==> config.mk <==
export PLATFORM = sky130hd
export DESIGN_NAME = uart_receiver_flat
export DESIGN_NICKNAME = d
export VERILOG_FILES = /design/src/rtl/uart_receiver_pkg.sv /design/src/rtl/uart_receiver_if.sv /design/src/rtl/uart_sync_flops.sv /design/src/rtl/uart_receiver.sv /design/src/flat_wrapper.sv
export SDC_FILE = /design/constraint.sdc
export NUM_CORES = 1
export LEC_CHECK = 0
export CORE_MARGIN = 1.5
export CORE_UTILIZATION = 53
export DETAILED_ROUTE_END_ITERATION = 12
export PLACE_DENSITY = 0.89
export SLEW_MARGIN = 30
export SYNTH_ARGS = -nofsm -noshare
export SYNTH_HDL_FRONTEND = slang
export SYNTH_SLANG_ARGS = --single-unit
==> constraint.sdc <==
create_clock -name clk -period 2.35 [get_ports clk]
set_input_delay 0.47 -clock clk [delete_from_list [all_inputs] [get_ports clk]]
set_output_delay 0.47 -clock clk [all_outputs]
set_load 0.01 [all_outputs]
==> src/rtl/uart_receiver_pkg.sv <==
// uart_receiver_pkg: receive-path constants, state codes and lcr helpers.
// Build option consumed by the receiver: UART_RX_TIMEOUT_EN.
package uart_receiver_pkg;

   localparam int UART_FIFO_COUNTER_W = 5;
   localparam int UART_FIFO_REC_WIDTH = 11;

   localparam int UART_RF_BRK = 2;
   localparam int UART_RF_PE  = 1;
   localparam int UART_RF_FE  = 0;

   // msb of the two-bit word-length field lcr[1:0]
   localparam int UART_LC_BITS = 1;
   localparam int UART_LC_SB   = 2;
   localparam int UART_LC_PE   = 3;
   localparam int UART_LC_EP   = 4;
   localparam int UART_LC_SP   = 5;

   typedef enum logic [2:0] {
      r_idle       = 3'd0,
      r_rec_start  = 3'd1,
      r_rec_bit    = 3'd2,
      r_rec_parity = 3'd3,
      r_rec_stop   = 3'd4,
      r_push       = 3'd5,
      r_wait_high  = 3'd6
   } rstate_e;

   function automatic logic [2:0] last_bit(
      input logic [7:0] lcr
   );
      return 3'd4 + {1'b0, lcr[UART_LC_BITS:0]};
   endfunction

   // four character times: 64 ticks per frame bit
   function automatic logic [9:0] toc_reload(
      input logic [7:0] lcr
   );
      logic [3:0] n;
      n = 4'd7
        + {2'b00, lcr[UART_LC_BITS:0]}
        + {3'b000, lcr[UART_LC_PE]}
        + {3'b000, lcr[UART_LC_SB]};
      return {n, 6'd0};
   endfunction

endpackage

==> src/rtl/uart_receiver_if.sv <==
// uart_receiver_if: receiver <-> RX FIFO bundle.
// The receiver is the master; the FIFO side is the slave.
interface uart_receiver_if
   import uart_receiver_pkg::*;
();

   logic                           rf_push;
   logic [UART_FIFO_REC_WIDTH-1:0] rf_data_in;
   logic [UART_FIFO_COUNTER_W-1:0] rf_count;
   logic                           rf_pop;

   modport master (
      output rf_push,
      output rf_data_in,
      input  rf_count,
      input  rf_pop
   );

   modport slave (
      input  rf_push,
      input  rf_data_in,
      output rf_count,
      output rf_pop
   );

endinterface

==> src/rtl/uart_sync_flops.sv <==
// uart_sync_flops: two-stage synchronizer for an asynchronous input.
// INIT is the value both stages hold during reset.
module uart_sync_flops #(
   parameter logic INIT = 1'b1
) (
   input  logic clk,
   input  logic rst_n,
   input  logic d,
   output logic q
);

   logic meta;

   always_ff @(posedge clk or negedge rst_n) begin
      if (!rst_n) begin
         meta <= INIT;
         q    <= INIT;
      end else begin
         meta <= d;
         q    <= meta;
      end
   end

endmodule

==> src/rtl/uart_receiver.sv <==
// uart_receiver: 16x oversampling serial receiver feeding the RX FIFO.
// Define UART_RX_TIMEOUT_EN to build the character-timeout counter.
module uart_receiver
   import uart_receiver_pkg::*;
(
   input  logic            clk,
   input  logic            wb_rst_ni,
   input  logic [7:0]      lcr,
   input  logic            enable,
   input  logic            srx_pad_i,
   input  logic            rx_reset,
   uart_receiver_if.master rf,
   output logic [2:0]      rstate,
   output logic            rx_timeout
);

   logic srx;

   uart_sync_flops #(
      .INIT (1'b1)
   ) u_sync (
      .clk   (clk),
      .rst_n (wb_rst_ni),
      .d     (srx_pad_i),
      .q     (srx)
   );

   rstate_e    state_q, state_d;
   logic [3:0] tick_q, tick_d;
   logic [2:0] bitcnt_q, bitcnt_d;
   logic [7:0] sr_q, sr_d;
   logic       par_q, par_d;
   logic       pe_q, pe_d;
   logic [10:0] data_q, data_d;

   logic       mid, wrap, push, brk, par_exp;
   logic [2:0] bit_pos;

   assign mid     = tick_q == 4'd7;
   assign wrap    = tick_q == 4'd15;
   assign bit_pos = last_bit(lcr) - bitcnt_q;

   // unused upper data bits stay zero, so the full-width XOR is exact
   assign par_exp = lcr[UART_LC_SP] ? ~lcr[UART_LC_EP]
                  : lcr[UART_LC_EP] ?  (^sr_q)
                  :                   ~(^sr_q);

   assign brk = (sr_q == 8'd0) && !srx
             && !(lcr[UART_LC_PE] && par_q);

   always_ff @(posedge clk or negedge wb_rst_ni) begin
      if (!wb_rst_ni) begin
         state_q  <= r_idle;
         tick_q   <= '0;
         bitcnt_q <= '0;
         sr_q     <= '0;
         par_q    <= 1'b0;
         pe_q     <= 1'b0;
         data_q   <= '0;
      end else begin
         state_q  <= state_d;
         tick_q   <= tick_d;
         bitcnt_q <= bitcnt_d;
         sr_q     <= sr_d;
         par_q    <= par_d;
         pe_q     <= pe_d;
         data_q   <= data_d;
      end
   end

   always_comb begin
      state_d  = state_q;
      tick_d   = tick_q;
      bitcnt_d = bitcnt_q;
      sr_d     = sr_q;
      par_d    = par_q;
      pe_d     = pe_q;
      data_d   = data_q;
      if (rx_reset) begin
         state_d  = r_idle;
         tick_d   = '0;
         bitcnt_d = '0;
         sr_d     = '0;
         par_d    = 1'b0;
         pe_d     = 1'b0;
      end else if (enable) begin
         tick_d = tick_q + 4'd1;
         unique case (state_q)
            r_idle: begin
               if (!srx) begin
                  state_d = r_rec_start;
                  tick_d  = '0;
                  sr_d    = '0;
                  par_d   = 1'b0;
                  pe_d    = 1'b0;
               end
            end
            r_rec_start: begin
               if (mid && srx) begin
                  state_d = r_idle;
               end else if (wrap) begin
                  state_d  = r_rec_bit;
                  bitcnt_d = last_bit(lcr);
               end
            end
            r_rec_bit: begin
               if (mid) sr_d[bit_pos] = srx;
               if (wrap) begin
                  if (bitcnt_q == 3'd0)
                     state_d = lcr[UART_LC_PE] ? r_rec_parity
                                               : r_rec_stop;
                  else
                     bitcnt_d = bitcnt_q - 3'd1;
               end
            end
            r_rec_parity: begin
               if (mid) begin
                  par_d = srx;
                  pe_d  = srx != par_exp;
               end
               if (wrap) state_d = r_rec_stop;
            end
            r_rec_stop: begin
               if (mid) begin
                  state_d             = r_push;
                  data_d[10:3]        = sr_q;
                  data_d[UART_RF_BRK] = brk;
                  data_d[UART_RF_PE]  = pe_q;
                  data_d[UART_RF_FE]  = ~srx;
               end
            end
            r_push: begin
               state_d = srx ? r_idle : r_wait_high;
            end
            r_wait_high: begin
               if (srx) state_d = r_idle;
            end
            default: state_d = r_idle;
         endcase
      end
   end

   assign push          = (state_q == r_push) && enable && !rx_reset;
   assign rf.rf_push    = push;
   assign rf.rf_data_in = data_q;
   assign rstate        = state_q;

   logic unused_lcr;
   assign unused_lcr = ^lcr[7:6];

`ifdef UART_RX_TIMEOUT_EN
   logic [9:0] toc_q;
   logic       rf_empty;

   assign rf_empty = rf.rf_count == '0;

   always_ff @(posedge clk or negedge wb_rst_ni) begin
      if (!wb_rst_ni)
         toc_q <= '1;
      else if (rx_reset || push || rf.rf_pop || rf_empty)
         toc_q <= toc_reload(lcr);
      else if (enable && toc_q != 10'd0)
         toc_q <= toc_q - 10'd1;
   end

   assign rx_timeout = (toc_q == 10'd0) && !rf_empty;
`else
   logic unused_rf;
   assign unused_rf  = ^{rf.rf_count, rf.rf_pop, lcr[UART_LC_SB]};
   assign rx_timeout = 1'b0;
`endif

endmodule

==> src/flat_wrapper.sv <==
// flat-port wrapper written by rule: the top's interface ports become plain ports
module uart_receiver_flat import uart_receiver_pkg::*;
  (clk, wb_rst_ni, lcr, enable, srx_pad_i, rx_reset, rstate, rx_timeout, rf_rf_push, rf_rf_data_in, rf_rf_count, rf_rf_pop);
  uart_receiver_if rf_i ();
  input  logic clk;
  input  logic wb_rst_ni;
  input  logic [7:0] lcr;
  input  logic enable;
  input  logic srx_pad_i;
  input  logic rx_reset;
  output logic [2:0] rstate;
  output logic rx_timeout;
  output wire logic [$bits(rf_i.rf_push)-1:0] rf_rf_push;
  output wire logic [$bits(rf_i.rf_data_in)-1:0] rf_rf_data_in;
  input wire logic [$bits(rf_i.rf_count)-1:0] rf_rf_count;
  input wire logic [$bits(rf_i.rf_pop)-1:0] rf_rf_pop;
  assign rf_rf_push = rf_i.rf_push;
  assign rf_rf_data_in = rf_i.rf_data_in;
  assign rf_i.rf_count = rf_rf_count;
  assign rf_i.rf_pop = rf_rf_pop;
  uart_receiver u_core (.clk(clk), .wb_rst_ni(wb_rst_ni), .lcr(lcr), .enable(enable), .srx_pad_i(srx_pad_i), .rx_reset(rx_reset), .rf(rf_i), .rstate(rstate), .rx_timeout(rx_timeout));
endmodule
==> results.toml <==
[power]
p_leak_nw = 1.11
pwr-share-clk = 0.361
internal_power_mw = 0.900
vdd_drop_max_uv = 408
p_comb_frac = 0.159
p_sw_mw = 0.325
seqPwrFrac = 0.481
power.share.switching = 0.265
p_per_area_nw_per_um2 = 472

[final_layout]
layoutNonFillerInstCount = 319
nets = 298
layout-drive-gt1-share = 0.144
final_common_cell = "dfrtp_1"
stdcell_area_um2 = 2590
most-common-layout-cells = "31 x dfrtp_1, 26 x nand2_1, 26 x o21ai_0, 24 x clkdlybuf4s50_1"
diodes = 0
area_growth_pct = 20.8

[routing]
wl_met2_mm = 2.21
wl_mm = 4.45
initialDrtViolationCount = 108
avgViaCountPerCell = 5.83
wl_per_cell_um = 13.9
dr.pass1.iters = 4
wl_met1_mm = 1.98
wl_met3_um = 181
drc = 0
ant_nets = 0
top_layer = "met4"
vias = 1859

[cts]
root_buffer = "clkbuf_8"
cts.clk_slew.worst_paths_ns = 0.06
cts_tree = "built"
clock-sinks = 33
hold_buffers = 0
clock_path_buffers = 2
worstSkewPairLatency_ns = 0.29
cts_made_buffers = 5
htree_num_levels = 2
post-cts-setup-buffer-count = 0

[floorplan]
die_h_um = 66.6
die_width_um = 66.6
initial_utilization = 0.569
io_pins = 35
die-area_um2 = 4440
fp.coreArea_um2 = 3770
rows = 22

[place]
portBuffers = 24
hpwl_mm = 3.28
pre_cts_slack_ns = -0.263
place_congestion = 0.871
dp.cells = 311
dpl_cell_area_um2 = 2490

[global_routing]
grt_max_degree = 34
first_global_vias = 1706
grt_antenna_before_repair = 0
grt_overflow_total = 0
grt_first_pass_wirelength_mm = 7.70
grt_usage = 0.228

[worst_setup_path]
reg2reg_depth = 7
path_class = "in2reg"
r2r-start = "u_core.bitcnt_q[0]"
worst_path_max_delay_cell = "fa_2"
end_kind = "register"
r2r_end = "u_core.sr_q[3]"
worst_path_largest_cell_delay_ns = 0.55
crit_arrival_ns = 2.54
cp_max_fo = 4
required_ns = 2.58
ff2ff_setup_slack_ns = 0.30
crit_chain = "clkdlybuf4s50_1 > inv_1 > ha_1 > inv_1 > fa_2 > nand2b_1 > nand2b_1 > o41ai_1 > o22a_1"
start_kind = "input port"

[outcome]
status = "completed"

[logic_synthesis]
syn_area_um2 = 2150
synth_async_sr_flop_share = 1.00
synth_cells = 237
ys_ff_latch = 33
avgSynthCellArea_um2 = 9.06
synth_flop_cell = "dfrtp_1"
synth.area.top_cells = "dfrtp_1 36%, o21ai_0 6.8%, ha_1 4.7%"
ys_seq_area_frac = 0.386
yosysTopAreaCell = "dfrtp_1"
yosysTopAreaCellShare = 0.361
synth_enable_flop_cells = 0
yosysUniqueCellTypes = 58
yosys_warnings = 0
syn_nets = 265

[timing]
maxSlewViolCount = 0
setup_viol = 0
worst_slew_pin_slew_ns = 0.632
final.setup.worst_slack_ns = 0.0348
period_share = 0.985
period_needed_ns = 2.32
finalHoldViolCount = 0
clock-skew-final_ns = 0.00265
fin_tns_setup_ns = 0
slew_headroom = 0.578
timing.fmax_mhz = 432
rsz0062_at_grt = "yes"

[hold_path]
hp-start = "u_core.u_sync.meta"
worstHoldEndpoint = "u_core.u_sync.q"
hold_path.class = "reg2reg"
hold_depth = 0

[flow_run]
maxCapViolCount = 0
==> sequential cells by signal, indices dropped and copies added (netlist names), 3 cells and up <==
| register | flops |
|---|---|
| u_core.rf.rf_data_in | 11 |
| u_core.rstate | 3 |
| u_core.bitcnt_q | 3 |
| u_core.tick_q | 4 |
| u_core.sr_q | 8 |
==> Yosys cell counts (all sizes together) (6+ instances only) <==
| master | number |
|---|---|
| a21oi | 7 |
| buf | 8 |
| clkbuf | 6 |
| dfrtp | 31 |
| ha | 8 |
| inv | 16 |
| nand2 | 26 |
| nand2b | 11 |
| nor2 | 14 |
| o21ai | 29 |
| o22a | 8 |
==> routing by layer <==
metal	vias to the layer above	GRT usage
met5	-	0
met2	55	0.383
met4	0	0.0740
li1	918	-
met3	8	0.0507
met1	878	0.289
==> worst max-delay path: cells and delay by family <==
family / cells / cell delay (ns)
AOI/OAI and AO/OA: 2 / 0.56
adders and majority gates: 2 / 0.68
buffers and inverters: 3 / 0.54
and+or+nand+nor: 2 / 0.30
==> through the flow <==
stage / hold WS (ns) / util / power [mW]
final: 0.355 / 0.688 / 1.23
after global routing: 0.361 / 0.688 / 1.28
after CTS: 0.357 / 0.683 / 1.23
after detailed placement: 0.347 / 0.659 / 0.790
after global placement: 0.345 / 0.659 / 0.785
after floorplan: 0.174 / - / 0.719
==> cell type report <==
cell class	count	area (µm²)
clock buffer	8	90.1
fill	313	1180
inverter	16	60.1
multi-input combinational	174	1190
sequential	33	828
tap	48	60.1
timing repair buffer	40	360
==> power groups by stage <==
stage / Clock (mW) / Sequential [mW] / Combinational, mW
2_1_floorplan: 0 / 0.600 / 0.119
3_3_place_gp: 0 / 0.599 / 0.186
3_5_place_dp: 0 / 0.599 / 0.191
6_report: 0.442 / 0.589 / 0.194
5_1_grt: 0.470 / 0.590 / 0.216
4_1_cts: 0.453 / 0.589 / 0.193
==> what timing repair did <==
action / 4_1_cts / 5_1_grt
endpoints found under the hold margin: 0 / 0
resized for setup: 0 / 6
endpoints found under the setup margin: 0 / 7
==> cell families after synthesis <==
kind of cell / count (synthesis) / synth area share
xor+xnor: 6 / 0.0280
simple gates: 86 / 0.220
buf+inv: 30 / 0.0658
fa+ha+maj: 9 / 0.0559
mux: 1 / 0.00524
flops: 33 / 0.386
compound gates: 71 / 0.238
other cells: 1 / 0.00175
==> worst max path at each step <==
stage | from | end | cells past startpoint
global placement | lcr[0] | u_core.sr_q[7] | 9
CTS | lcr[0] | u_core.sr_q[7] | 9
global route | lcr[0] | u_core.sr_q[3] | 9
detailed placement | lcr[0] | u_core.sr_q[7] | 9
finish | lcr[0] | u_core.sr_q[3] | 9
floorplan | lcr[0] | u_core.sr_q[0] | 8
(Power assumes the default switching activity.)
